**config.mk**
```make
export PLATFORM = sky130hd
export DESIGN_NAME = axi_lite_spi_slave
export DESIGN_NICKNAME = d
export VERILOG_FILES = /design/src/rtl/axi_lite_spi_slave_pkg.sv /design/src/rtl/spi_slave_shifter.sv /design/src/rtl/axi_lite_spi_slave.sv
export SDC_FILE = /design/constraint.sdc
export NUM_CORES = 1
export LEC_CHECK = 0
export ABC_AREA = 1
export BUFFER_PORTS_ARGS = -buffer_cell sky130_fd_sc_hd__buf_2
export CAP_MARGIN = 20
export CORE_MARGIN = 5
export CORE_UTILIZATION = 50
export DETAILED_ROUTE_END_ITERATION = 8
export GPL_TIMING_DRIVEN = 0
export PLACE_DENSITY = 0.86
export SLEW_MARGIN = 20
export SYNTH_ARGS = -nofsm -noshare
export SYNTH_HDL_FRONTEND = slang
export SYNTH_SLANG_ARGS = --single-unit
```
**constraint.sdc**
```tcl
create_clock -name clk -period 2.5 [get_ports clk]
set_input_delay 0.375 -clock clk [delete_from_list [all_inputs] [get_ports clk]]
set_output_delay 0.375 -clock clk [all_outputs]
set_load 0.01 [all_outputs]
```
**src/rtl/axi_lite_spi_slave_pkg.sv**
```systemverilog
// Shared register map, STATUS bit positions, response codes and FSM state types
// for the AXI-Lite SPI responder.
package axi_lite_spi_slave_pkg;

    localparam logic [1:0] REG_TXDATA = 2'd0;
    localparam logic [1:0] REG_RXDATA = 2'd1;
    localparam logic [1:0] REG_STATUS = 2'd2;

    localparam int unsigned STAT_RX_VALID    = 0;
    localparam int unsigned STAT_TX_FULL     = 1;
    localparam int unsigned STAT_RX_OVERRUN  = 2;
    localparam int unsigned STAT_TX_UNDERRUN = 3;
    localparam int unsigned STAT_BUSY        = 4;

    localparam logic [1:0] RESP_OKAY   = 2'b00;
    localparam logic [1:0] RESP_SLVERR = 2'b10;

    typedef enum logic {W_IDLE, W_RESP} wr_state_e;
    typedef enum logic {R_IDLE, R_DATA} rd_state_e;

endpackage

```
**src/rtl/spi_slave_shifter.sv**
```systemverilog
// Mode-0 SPI shift engine: input synchronizers, edge detection, bit counter,
// TX/RX shift registers and frame load/complete strobes.
module spi_slave_shifter
    import axi_lite_spi_slave_pkg::*;
#(
    parameter int unsigned DATA_WIDTH = 8
) (
    input  logic                  clk,
    input  logic                  resetn,
    input  logic                  spi_clk,
    input  logic                  spi_cs_n,
    input  logic                  spi_mosi,
    input  logic [DATA_WIDTH-1:0] load_data,
    output logic                  load_req,
    output logic                  frame_done,
    output logic [DATA_WIDTH-1:0] rx_word,
    output logic                  busy,
    output logic                  miso
);

    localparam int unsigned CW = $clog2(DATA_WIDTH + 1);

    logic [2:0]            sclk_sync_q, sclk_sync_d;
    logic [2:0]            cs_sync_q, cs_sync_d;
    logic [1:0]            mosi_sync_q, mosi_sync_d;
    logic [CW-1:0]         cnt_q, cnt_d;
    logic [DATA_WIDTH-1:0] tx_sh_q, tx_sh_d;
    logic [DATA_WIDTH-1:0] rx_sh_q, rx_sh_d;
    logic                  busy_q, busy_d;
    logic                  done_q, done_d;

    logic sclk_rise, sclk_fall, cs_fall, cs_rise;

    assign sclk_rise = sclk_sync_q[1] & ~sclk_sync_q[2];
    assign sclk_fall = ~sclk_sync_q[1] & sclk_sync_q[2];
    assign cs_fall   = ~cs_sync_q[1] & cs_sync_q[2];
    assign cs_rise   = cs_sync_q[1] & ~cs_sync_q[2];

    always_comb begin
        sclk_sync_d = {sclk_sync_q[1:0], spi_clk};
        cs_sync_d   = {cs_sync_q[1:0], spi_cs_n};
        mosi_sync_d = {mosi_sync_q[0], spi_mosi};
        cnt_d       = cnt_q;
        tx_sh_d     = tx_sh_q;
        rx_sh_d     = rx_sh_q;
        busy_d      = busy_q;
        done_d      = 1'b0;
        load_req    = 1'b0;
        if (cs_rise) begin
            busy_d  = 1'b0;
            cnt_d   = '0;
            tx_sh_d = '0;
        end else if (cs_fall) begin
            busy_d   = 1'b1;
            cnt_d    = '0;
            load_req = 1'b1;
            tx_sh_d  = load_data;
        end else if (busy_q) begin
            if (sclk_rise && cnt_q != CW'(DATA_WIDTH)) begin
                rx_sh_d = {rx_sh_q[DATA_WIDTH-2:0], mosi_sync_q[1]};
                cnt_d   = cnt_q + CW'(1);
                done_d  = (cnt_q == CW'(DATA_WIDTH - 1));
            end else if (sclk_fall) begin
                // Trailing falling edge of a full frame reloads, enabling back-to-back frames
                if (cnt_q == CW'(DATA_WIDTH)) begin
                    cnt_d    = '0;
                    load_req = 1'b1;
                    tx_sh_d  = load_data;
                end else begin
                    tx_sh_d = {tx_sh_q[DATA_WIDTH-2:0], 1'b0};
                end
            end
        end
    end

    // Synchronizers reset to "selected" so a cs_n held low across reset release
    // never produces a falling edge; the resulting spurious rise is harmless.
    always_ff @(posedge clk or negedge resetn) begin
        if (!resetn) begin
            sclk_sync_q <= '0;
            cs_sync_q   <= '0;
            mosi_sync_q <= '0;
            cnt_q       <= '0;
            tx_sh_q     <= '0;
            rx_sh_q     <= '0;
            busy_q      <= 1'b0;
            done_q      <= 1'b0;
        end else begin
            sclk_sync_q <= sclk_sync_d;
            cs_sync_q   <= cs_sync_d;
            mosi_sync_q <= mosi_sync_d;
            cnt_q       <= cnt_d;
            tx_sh_q     <= tx_sh_d;
            rx_sh_q     <= rx_sh_d;
            busy_q      <= busy_d;
            done_q      <= done_d;
        end
    end

    assign frame_done = done_q;
    assign rx_word    = rx_sh_q;
    assign busy       = busy_q;
    assign miso       = tx_sh_q[DATA_WIDTH-1];

endmodule

```
**src/rtl/axi_lite_spi_slave.sv**
```systemverilog
// AXI4-Lite register front end for the SPI responder: handshake FSMs,
// TX/RX holding registers and STATUS flags.
module axi_lite_spi_slave
    import axi_lite_spi_slave_pkg::*;
#(
    parameter int unsigned DATA_WIDTH = 8
) (
    input  logic        clk,
    input  logic        resetn,
    input  logic        spi_clk,
    input  logic        spi_cs_n,
    input  logic        spi_mosi,
    output logic        spi_miso,
    input  logic [31:0] axi_lite_awaddr,
    input  logic        axi_lite_awvalid,
    output logic        axi_lite_awready,
    input  logic [31:0] axi_lite_wdata,
    input  logic [3:0]  axi_lite_wstrb,
    input  logic        axi_lite_wvalid,
    output logic        axi_lite_wready,
    output logic [1:0]  axi_lite_bresp,
    output logic        axi_lite_bvalid,
    input  logic        axi_lite_bready,
    input  logic [31:0] axi_lite_araddr,
    input  logic        axi_lite_arvalid,
    output logic        axi_lite_arready,
    output logic [31:0] axi_lite_rdata,
    output logic [1:0]  axi_lite_rresp,
    output logic        axi_lite_rvalid,
    input  logic        axi_lite_rready
);

    wr_state_e             wr_state_q, wr_state_d;
    rd_state_e             rd_state_q, rd_state_d;
    logic [1:0]            bresp_q, bresp_d;
    logic [31:0]           rdata_q, rdata_d;
    logic [1:0]            rresp_q, rresp_d;
    logic [DATA_WIDTH-1:0] tx_hold_q, tx_hold_d;
    logic [DATA_WIDTH-1:0] rx_hold_q, rx_hold_d;
    logic                  tx_full_q, tx_full_d;
    logic                  rx_valid_q, rx_valid_d;
    logic                  rx_ovr_q, rx_ovr_d;
    logic                  tx_und_q, tx_und_d;

    logic                  aw_fire, ar_fire, rx_read;
    logic [1:0]            wr_addr, rd_addr;
    logic                  load_req, frame_done, busy;
    logic [DATA_WIDTH-1:0] rx_word, load_data;
    logic                  unused_ok;

    assign wr_addr   = axi_lite_awaddr[3:2];
    assign rd_addr   = axi_lite_araddr[3:2];
    assign aw_fire   = axi_lite_awvalid && axi_lite_wvalid && (wr_state_q == W_IDLE);
    assign ar_fire   = axi_lite_arvalid && (rd_state_q == R_IDLE);
    assign rx_read   = ar_fire && (rd_addr == REG_RXDATA);
    assign load_data = tx_full_q ? tx_hold_q : '0;
    assign unused_ok = ^{axi_lite_awaddr[31:4], axi_lite_awaddr[1:0],
                         axi_lite_araddr[31:4], axi_lite_araddr[1:0],
                         axi_lite_wstrb, axi_lite_wdata};

    spi_slave_shifter #(
        .DATA_WIDTH(DATA_WIDTH)
    ) u_shifter (
        .clk        (clk),
        .resetn     (resetn),
        .spi_clk    (spi_clk),
        .spi_cs_n   (spi_cs_n),
        .spi_mosi   (spi_mosi),
        .load_data  (load_data),
        .load_req   (load_req),
        .frame_done (frame_done),
        .rx_word    (rx_word),
        .busy       (busy),
        .miso       (spi_miso)
    );

    always_comb begin
        wr_state_d = wr_state_q;
        rd_state_d = rd_state_q;
        bresp_d    = bresp_q;
        rdata_d    = rdata_q;
        rresp_d    = rresp_q;
        tx_hold_d  = tx_hold_q;
        rx_hold_d  = rx_hold_q;
        tx_full_d  = tx_full_q;
        rx_valid_d = rx_valid_q;
        rx_ovr_d   = rx_ovr_q;
        tx_und_d   = tx_und_q;

        unique case (wr_state_q)
            W_IDLE: if (aw_fire) begin
                wr_state_d = W_RESP;
                bresp_d    = (wr_addr == 2'd3) ? RESP_SLVERR : RESP_OKAY;
            end
            W_RESP: if (axi_lite_bready) wr_state_d = W_IDLE;
            default: wr_state_d = W_IDLE;
        endcase

        unique case (rd_state_q)
            R_IDLE: if (ar_fire) begin
                rd_state_d = R_DATA;
                rresp_d    = RESP_OKAY;
                rdata_d    = '0;
                if (rd_addr == REG_RXDATA) begin
                    rdata_d[DATA_WIDTH-1:0] = rx_hold_q;
                end else if (rd_addr == REG_STATUS) begin
                    rdata_d[STAT_RX_VALID]    = rx_valid_q;
                    rdata_d[STAT_TX_FULL]     = tx_full_q;
                    rdata_d[STAT_RX_OVERRUN]  = rx_ovr_q;
                    rdata_d[STAT_TX_UNDERRUN] = tx_und_q;
                    rdata_d[STAT_BUSY]        = busy;
                end
            end
            R_DATA: if (axi_lite_rready) rd_state_d = R_IDLE;
            default: rd_state_d = R_IDLE;
        endcase

        // Ordering matters: W1C clears first so hardware sets win; a read of RXDATA
        // frees the holding slot for a frame completing in the same cycle; a TXDATA
        // write lands after the frame load, which therefore sees the old tx_full.
        if (aw_fire && wr_addr == REG_STATUS) begin
            if (axi_lite_wdata[STAT_RX_OVERRUN])  rx_ovr_d = 1'b0;
            if (axi_lite_wdata[STAT_TX_UNDERRUN]) tx_und_d = 1'b0;
        end
        if (rx_read) rx_valid_d = 1'b0;
        if (load_req) begin
            if (tx_full_q) tx_full_d = 1'b0;
            else           tx_und_d  = 1'b1;
        end
        if (frame_done) begin
            if (rx_valid_q && !rx_read) begin
                rx_ovr_d = 1'b1;
            end else begin
                rx_hold_d  = rx_word;
                rx_valid_d = 1'b1;
            end
        end
        if (aw_fire && wr_addr == REG_TXDATA) begin
            tx_hold_d = axi_lite_wdata[DATA_WIDTH-1:0];
            tx_full_d = 1'b1;
        end
    end

    always_ff @(posedge clk or negedge resetn) begin
        if (!resetn) begin
            wr_state_q <= W_IDLE;
            rd_state_q <= R_IDLE;
            bresp_q    <= '0;
            rdata_q    <= '0;
            rresp_q    <= '0;
            tx_hold_q  <= '0;
            rx_hold_q  <= '0;
            tx_full_q  <= 1'b0;
            rx_valid_q <= 1'b0;
            rx_ovr_q   <= 1'b0;
            tx_und_q   <= 1'b0;
        end else begin
            wr_state_q <= wr_state_d;
            rd_state_q <= rd_state_d;
            bresp_q    <= bresp_d;
            rdata_q    <= rdata_d;
            rresp_q    <= rresp_d;
            tx_hold_q  <= tx_hold_d;
            rx_hold_q  <= rx_hold_d;
            tx_full_q  <= tx_full_d;
            rx_valid_q <= rx_valid_d;
            rx_ovr_q   <= rx_ovr_d;
            tx_und_q   <= tx_und_d;
        end
    end

    assign axi_lite_awready = aw_fire;
    assign axi_lite_wready  = aw_fire;
    assign axi_lite_bvalid  = (wr_state_q == W_RESP);
    assign axi_lite_bresp   = bresp_q;
    assign axi_lite_arready = ar_fire;
    assign axi_lite_rvalid  = (rd_state_q == R_DATA);
    assign axi_lite_rdata   = rdata_q;
    assign axi_lite_rresp   = rresp_q;

endmodule
```
-- Word level (Yosys, flattened, before mapping)
Index checks and enable logic that the tools add are counted.
- logic and storage cells: 110
- flip-flop bits (word level): 62
- muxes and demuxes: 48
- reduce and logical (&&, ||, !) cells: 22
- bitwise logic cells: 13
- add/sub/neg operators: 1
- eq/ne operators: 8
- operators by type and width (cell ; count):
    8-bit 2-to-1 mux ; 7
    1-bit 2-to-1 mux ; 29
    4-bit 2-to-1 mux ; 6
    5-bit 2-to-1 mux ; 2
    1-bit inverter ; 9
    1-bit logical AND ; 8
    4-bit nonzero test ; 2
    2-bit == test (second input constant) ; 3
    2-bit AND reduction ; 3
    3-bit AND reduction ; 2
    3-bit nonzero test ; 2
    4-bit by 1-bit adder with 4-bit output (second input constant) ; 1
    1-bit bitwise AND ; 4
    4-bit by 3-bit == test with 1-bit output (second input constant) ; 1
    4-bit == test (second input constant) ; 1
    4-bit != test (second input constant) ; 1
    1-bit case mux with 2 select lines ; 2
    4-bit AND reduction ; 1
    2-bit nonzero test ; 2
    3-bit 2-to-1 mux ; 1
    3-bit by 1-bit != test with 1-bit output (second input constant) ; 1
    2-bit by 1-bit == test with 1-bit output (second input constant) ; 1
    2-bit logical NOT ; 1
    2-bit 2-to-1 mux ; 1
    1-bit logical NOT ; 1

-- Longest topological paths before layout
Gate-level depths: netlist of the first run.
- word-level depth: 9
- mapped depth: 9

-- Modules after synthesis
From an unflattened synthesis of the first run, not the netlist that was laid out.
- cells, all modules: 351
- area total of the unflattened synthesis: 2996.6 µm²
- by module, submodules not included (module ; instances ; seq. area each (µm²) ; area each (µm²) ; cells an instance):
    axi_lite_spi_slave ; 1 ; 775.7 ; 1599.0 ; 190
    spi_slave_shifter ; 1 ; 750.7 ; 1397.6 ; 161

-- Worst setup path before layout of the first run
OpenSTA, ideal clock, no wires.
- kind: reg-to-reg
- start: register u_shifter.cs_sync_q[1]
- end: register u_shifter.rx_sh_q[4], in the netlist u_shifter.rx_word[4]
- path slack: 1.107 ns
- arrival time: 1.266 ns
- buffers on the path: 1
- library setup time: 0.126 ns
- stages on the path, launching flop included: 7
- required time: 2.374 ns
- path through: dfrtp_1 > ha_1 > nor2_1 > nand3_4 > nor2_8 > buf_8 > o21ai_0
- cells in the longest elaborated chain, start to end: 4
- elaborated cells on any way between the ends: 6
- classes of those cells: bitwise: 5; reduce/logical: 1
- RTL lines (element ; line ; RTL):
    start: declaration ; spi_slave_shifter.sv:24 ; logic [2:0] cs_sync_q, cs_sync_d;
    start signal: assignment ; spi_slave_shifter.sv:90 ; cs_sync_q <= cs_sync_d;
    1-bit inverter ; spi_slave_shifter.sv:36 ; assign cs_fall = ~cs_sync_q[1] & cs_sync_q[2];
    1-bit bitwise AND ; spi_slave_shifter.sv:36 ;
    1-bit inverter (no source line) ; -- ;
    4-bit AND reduction (no source line) (*) ; -- ;
    end signal: assignment ; spi_slave_shifter.sv:94 ; rx_sh_q <= rx_sh_d;
    end: declaration ; spi_slave_shifter.sv:28 ; logic [DATA_WIDTH-1:0] rx_sh_q, rx_sh_d;
Every way passes the cells marked *; elsewhere a longest branch is shown, timed or not.
A chain may end at the register's enable or synchronous reset.

-- Final worst setup path of the first run
- start: register rd_state_q, in the netlist axi_lite_rvalid
- end: output axi_lite_arready
- cells in the longest elaborated chain, start to end: 2
- RTL lines (element ; line ; RTL):
    start: declaration ; axi_lite_spi_slave.sv:34 ; rd_state_e rd_state_q, rd_state_d;
    start signal: assignment ; axi_lite_spi_slave.sv:159 ; rd_state_q <= rd_state_d;
    1-bit inverter ; -- ;
    1-bit logical AND ; axi_lite_spi_slave.sv:54 ; assign ar_fire = axi_lite_arvalid && (rd_state_q == R_IDLE);
    end: declaration ; axi_lite_spi_slave.sv:26 ; output logic axi_lite_arready,
No other way between the ends.

==> impl_metrics.csv, run 1 <==
group,metric,value,unit
place,hpwlAfterDp,4360,µm
synthesis,yosysUniqueCellTypes,28,
place,dpl-instance-area,3440,µm²
critical_path,cp.arrival,1.47,ns
run_status,status,"finished, final reports clean",
detailed_routing,drt_iter0_drc,165,
synthesis,syn_area,3060,µm²
clock_network,ctsHoldBuffers,0,
clock_network,cts_buffers,9,
detailed_routing,drtAntennaViolNets,0,
global_routing,met3_usage,0.0428,
sta,hold_ws,0.0945,ns
place,dp_cells,476,
clock_network,clock_latency,0.34,ns
sta,setup_violations,0,
global_routing,grt_usage,0.168,
critical_path,regToRegSetupSlack,0.92,ns
global_routing,grt_pass1_vias,2328,
sta,period_needed,1.85,ns
sta,drv_slew,0,
critical_path,ff2ff_path_depth,7,
place,pre_cts_slack,0.902,ns
synthesis,synth_cells,339,
critical_path,crit_top_cell,"buf_2",
critical_path,critPathMaxFanout,10,
clock_network,cts_num_sinks,61,
sta,min_period_over_period,0.739,
sta,layout_setup_ws,0.654,ns
final_layout,n_antenna_cell,0,
synthesis,ys_seq_area_frac,0.498,
synthesis,yosysTopAreaCell,"dfrtp_1",
sta,tns,0,ns
floorplanning,die_width,88.3,µm
critical_path,worstReg2RegStart,"u_shifter.cs_sync_q[1]",
worst_hold_path,hold_class,"primary input to asynchronous set/reset pin",
floorplanning,die_h,88.3,µm
detailed_routing,routedWlPerCell,11.9,µm
synthesis,ys_ff_latch,61,
sta,tightestPinTransition,0.732,ns
global_routing,grt_pass1_wl,10100,µm
critical_path,critPathBufInv,3,
sta,max_freq,542,MHz
critical_path,worstPathCellList,"buf_2 -> nor2_4 -> buf_2 -> buf_2",
critical_path,critical_path_class,"register to primary output",
floorplanning,coreArea,5960,µm²
sta,hold_viol,0,
clock_network,cts.htree.levels,3,
clock_network,cts_buffer_depth,2,
critical_path,critical-path-max-stage-delay,0.37,ns
detailed_routing,via_per_inst,4.71,
run,cap_violations,0,
global_routing,met2_usage,0.290,
synthesis,synthTopCellsByArea,"dfrtp_1 50%, nand2_1 12%, buf_4 6.9%",
floorplanning,pin_count,152,
detailed_routing,dr.pass1.iters,4,
synthesis,synth_warnings,0,
sta,relSlewSlack,0.512,
floorplanning,rows,28,
global_routing,grt.busiest_layer,"met2",
synthesis,syn_avg_cell_area,9.04,µm²
floorplanning,dieArea,7790,µm²
final_layout,final_common_cell,"nand2_1",
final_layout,fillers,524,
detailed_routing,detail_route.wirelength,5840,µm
pwr,power_density,706,nW/µm²
global_routing,grt_antenna_before_repair,0,
sta,clock_skew,0.00832,ns
global_routing,grt_overflow_total,0,
global_routing,use_met1,0.198,
clock_network,cts_tree,"built",
final_layout,layout_common_cells,"96 x nand2_1, 61 x dfrtp_1, 39 x buf_2, 29 x nand3_1, 29 x buf_4",
pwr,cellLeakagePower,1.96,nW
final_layout,stdcell_count,492,
final_layout,final_cell_area,3660,µm²
final_layout,drive_gt1_frac,0.290,
synthesis,synth_top_area_frac,0.498,
final_layout,final_nets,526,
clock_network,post_cts_buffers,0,
floorplanning,start_util,0.514,
clock_network,clkTransAtPathRegs,0.07,ns
global_routing,grt_max_degree,62,
clock_network,post_cts_resized,0,
place,gp_congestion,0.783,
place,io_buffers,36,
sta,rsz0062_at_grt,"false",
detailed_routing,drc,0,
pwr,peakVddDrop,612,µV
final_layout,utilization,0.614,
critical_path,slowest_stage,"dfrtp_1",
critical_path,cpLargestDelayFamily,"buffers and inverters",
final_layout,syn_to_final_growth,19.5,%
critical_path,start_kind,"register",
pwr,total_power,2.58,mW
critical_path,r2r_end,"u_shifter.rx_word[3]",
critical_path,cp.required,2.12,ns
critical_path,cp-end-kind,"primary output",
clock_network,cts_root_buffer,"clkbuf_8",
detailed_routing,routed-via-count,2316,
==> Yosys cell counts, drive strengths merged <==
cell and instances:
mux2i 2, o21ai 35, nand2 107, buf 36
inv 26, nand3b 7, xnor2 1, nand3 33
dfrtp 61, nor2 19, conb 1, a21oi 1
nor3 1, nand4 5, ha 4
==> layer usage <==
metal	vias up	routed length, µm
met3	12	304
li1	1176	-
met2	62	2940
met4	0	150
met5	-	0
met1	1066	2450
==> logic make-up after synthesis <==
kind of cell / share of synthesized area
AO/OA/AOI/OAI: 0.0711
adder cells (fa/ha/maj): 0.0163
AND/OR/NAND/NOR: 0.281
other: 0.00122
flip-flops: 0.498
XOR/XNOR: 0.00286
buffers and inverters: 0.123
multiplexers: 0.00654
==> cell type report <==
cell class	instances	area, µm²	area share
clock buffer	9	124	0.0338
timing repair buffer	36	183	0.0499
buffer	36	279	0.0762
inverter	26	97.6	0.0267
clock inverter	7	98.8	0.0270
tap	75	93.8	0.0256
sequential	61	1530	0.417
multi-input combinational	242	1260	0.344
==> registers in the layout, indices dropped and copies added, names as in the netlist, 2 cells and up <==
| name | count |
|---|---|
| axi_lite_rdata | 8 |
| rx_hold_q | 8 |
| tx_hold_q | 8 |
| u_shifter.cnt_q | 4 |
| u_shifter.cs_sync_q | 3 |
| u_shifter.mosi_sync_q | 2 |
| u_shifter.rx_word | 8 |
| u_shifter.sclk_sync_q | 3 |
| u_shifter.tx_sh_q | 8 |
==> worst max-delay path by stage <==
stage | startpoint | endpoint | slack [ns] | depth (start not counted)
5_1_grt | axi_lite_bvalid | axi_lite_wready | 0.57 | 4
3_3_place_gp | resetn | tx_hold_q[6] | 0.94 | 1
2_1_floorplan | u_shifter.cs_sync_q[1] | u_shifter.rx_word[4] | 1.11 | 6
4_1_cts | axi_lite_rvalid | axi_lite_arready | 0.64 | 4
3_5_place_dp | u_shifter.cs_sync_q[1] | u_shifter.rx_word[2] | 0.90 | 7
6_report | axi_lite_rvalid | axi_lite_arready | 0.65 | 4
==> where the power goes <==
part	internal [mW]	switching [mW]	leakage (nW)
Sequential	1.11	0.0750	0.795
Clock	0.566	0.411	0.110
Combinational	0.161	0.259	1.05
Power figures use the tool's default switching activity.
==> inputs of run 2 (changes only) <==
ABC_AREA = 0   (was 1)
CORE_UTILIZATION = 45   (was 50)
PLACE_DENSITY = 0.8   (was 0.86)
clock period = 1.7 ns   (was 2.5 ns; I/O delays follow)
==> run 2 against run 1 <==
The flow now finishes with violations (setup timing). First-iteration DRC count shrank 47%. Sequential power grew 54%. Critical path depth grew 3. Clock skew shrank 0.0027 ns. Non-clock buffer count grew 13. Clock power grew 37%. Sequential share of layout area shrank 0.45 points. Final area grew 1.1%. Core utilization shrank 0.050 points. Register-to-register slack lost 1.1 ns. Largest power group unchanged. Highest routed layer unchanged.
==> impl_metrics.csv, run 2 <==
group,metric,value,unit
clock_network,cts.htree.levels,3,
global_routing,grt_max_degree,62,
critical_path,worstPathCellList,"inv_2 -> ha_4 -> or3b_4 -> buf_6 -> o211ai_1 -> or3_4 -> mux2i_1",
sta,layout_setup_ws,-0.168,ns
run_status,violations,"setup timing",
place,dpl-instance-area,3230,µm²
final_layout,utilization,0.614,
clock_network,cts_buffer_depth,2,
place,io_buffers,36,
synthesis,synth_top_flop_cell,"dfrtp_1",
place,pre_cts_slack,-0.200,ns
global_routing,grt_antenna_before_repair,0,
floorplanning,start_util,0.469,
critical_path,critical_path_class,"register to register",
global_routing,grt_pass1_wl,9630,µm
place,gp_congestion,0.741,
sta,drv_slew,0,
floorplanning,die_h,89.2,µm
final_layout,layout_common_cells,"61 x dfrtp_1, 39 x buf_4, 35 x buf_2, 27 x conb_1, 24 x mux2_2",
synthesis,synthTopCellsByArea,"dfrtp_1 54%, mux2_2 9.6%, buf_4 7.4%",
synthesis,syn_area,2830,µm²
detailed_routing,dr.pass1.iters,4,
pwr,power_density,1050,nW/µm²
synthesis,ys_ff_latch,61,
synthesis,yosysTopAreaCell,"dfrtp_1",
place,dp_cells,375,
pwr,cellLeakagePower,1.88,nW
synthesis,synth_most_common_cell,"dfrtp_1",
final_layout,stdcell_count,408,
detailed_routing,routedWlPerCell,14.8,µm
sta,max_freq,535,MHz
detailed_routing,via_per_inst,5.02,
final_layout,drive_gt1_frac,0.447,
synthesis,synth_top_area_frac,0.540,
critical_path,critPathMaxFanout,4,
global_routing,grt_overflow_total,0,
final_layout,n_antenna_cell,0,
sta,min_period_over_period,1.10,
synthesis,ys_seq_area_frac,0.540,
final_layout,final_cell_area,3700,µm²
run_status,status,"complete, but fails checks",
synthesis,synth_edf_count,0,
sta,clock_skew,0.00562,ns
critical_path,cp.required,1.97,ns
pwr,total_power,3.88,mW
critical_path,critical-path-max-stage-delay,0.42,ns
floorplanning,pin_count,152,
place,hpwlAfterDp,3790,µm
floorplanning,die_width,89.2,µm
global_routing,grt_pass1_vias,2133,
clock_network,clock_latency,0.34,ns
clock_network,cts_num_sinks,61,
sta,hold_viol,0,
synthesis,synth_warnings,0,
pwr,peakVddDrop,826,µV
synthesis,syn_avg_cell_area,11.9,µm²
final_layout,final_common_cell,"dfrtp_1",
detailed_routing,drc,0,
clock_network,cts_root_buffer,"clkbuf_8",
worst_hold_path,hold_class,"primary input to register",
critical_path,start_kind,"register",
clock_network,cts_tree,"built",
detailed_routing,drt_iter0_drc,88,
floorplanning,dieArea,7960,µm²
floorplanning,coreArea,6030,µm²
detailed_routing,detail_route.wirelength,6030,µm
critical_path,cp-end-kind,"register",
critical_path,slowest_stage,"dfrtp_1",
synthesis,synth_cells,238,
sta,tightestPinTransition,0.748,ns
detailed_routing,drtAntennaViolNets,0,
final_layout,fillers,500,
final_layout,final_nets,442,
sta,rsz0062_at_grt,"true",
synthesis,yosysUniqueCellTypes,43,
clock_network,cts_buffers,9,
synthesis,synth.top_cells.by_count,"61 x dfrtp_1, 28 x buf_4, 24 x mux2_2, 14 x o21ai_0, 11 x nor2_1",
sta,hold_ws,0.0151,ns
global_routing,grt_usage,0.159,
clock_network,clkTransAtPathRegs,0.07,ns
run,cap_violations,0,
sta,setup_violations,20,
sta,tns,-2.80,ns
sta,relSlewSlack,0.501,
floorplanning,rows,28,
detailed_routing,routed-via-count,2049,
final_layout,syn_to_final_growth,31.0,%
critical_path,cp.arrival,2.14,ns
sta,period_needed,1.87,ns
synthesis,async_flop_share,1.00,
[run 2: worst max-delay path, delay by kind of cell (launching register included)]
family,cells,cell delay [ns]
and+or+nand+nor,2,0.60
AOI/OAI and AO/OA,1,0.23
DFF,1,0.42
muxes,1,0.19
buffers and inverters,2,0.19
adders and majority gates,1,0.17
[run 2: cell type report]
cell class                 count  area (µm²)  area share
inverter                      10        37.5      0.0101
multi-input combinational    161        1270       0.342
timing repair buffer          51         310      0.0839
buffer                        34         256      0.0693
sequential                    61        1530       0.413
clock inverter                 5        57.6      0.0156
tap                           75        93.8      0.0254
clock buffer                  11         151      0.0409
[run 2: per-layer routing]
layer | up-vias | global-route usage | part of all wire
li1 | 962 | - | -
met1 | 982 | 0.192 | 0.40
met2 | 97 | 0.261 | 0.50
met3 | 8 | 0.0535 | 0.087
met4 | 0 | 0.0704 | 0.012
met5 | - | 0 | 0
[run 2: worst paths after layout]
check | from | endpoint | slack, ns | depth (start not counted)
worst max-delay path | u_shifter.cs_sync_q[1] | u_shifter.cnt_q[1] | -0.17 | 7
worst min-delay path | spi_clk | u_shifter.sclk_sync_q[0] | 0.02 | 1
worst max register to register | u_shifter.cs_sync_q[1] | u_shifter.cnt_q[1] | -0.17 | 7
worst min register to register | u_shifter.sclk_sync_q[0] | u_shifter.sclk_sync_q[1] | 0.35 | 0
max in group asynchronous | resetn | u_shifter.cs_sync_q[2] | 0.67 | 2
min in group asynchronous | resetn | axi_lite_rdata[5] | 0.51 | 2
[run 2: timing repair]
action                                  CTS  global route
setup buffers                             8             3
endpoints found under the setup margin   30            31
endpoints found under the hold margin     1             2
hold buffers                              1             2
cloned                                    2             1
pin swaps                                 4            13
gates resized for setup                  10            24
[run 2: cell families (layout without fill, tap and decap cells)]
family,Yosys count,in the layout,synth area share
buffers and inverters,44,111,0.0970
flip-flops,61,61,0.540
AO/OA/AOI/OAI,40,40,0.0997
other,1,27,0.00133
AND/OR/NAND/NOR,55,57,0.116
multiplexers,33,33,0.128
adder cells (fa/ha/maj),4,4,0.0177
[run 2: where the power goes]
group	switching, mW	internal (mW)
registers	0.159	1.67
logic	0.353	0.361
clock network	0.577	0.759
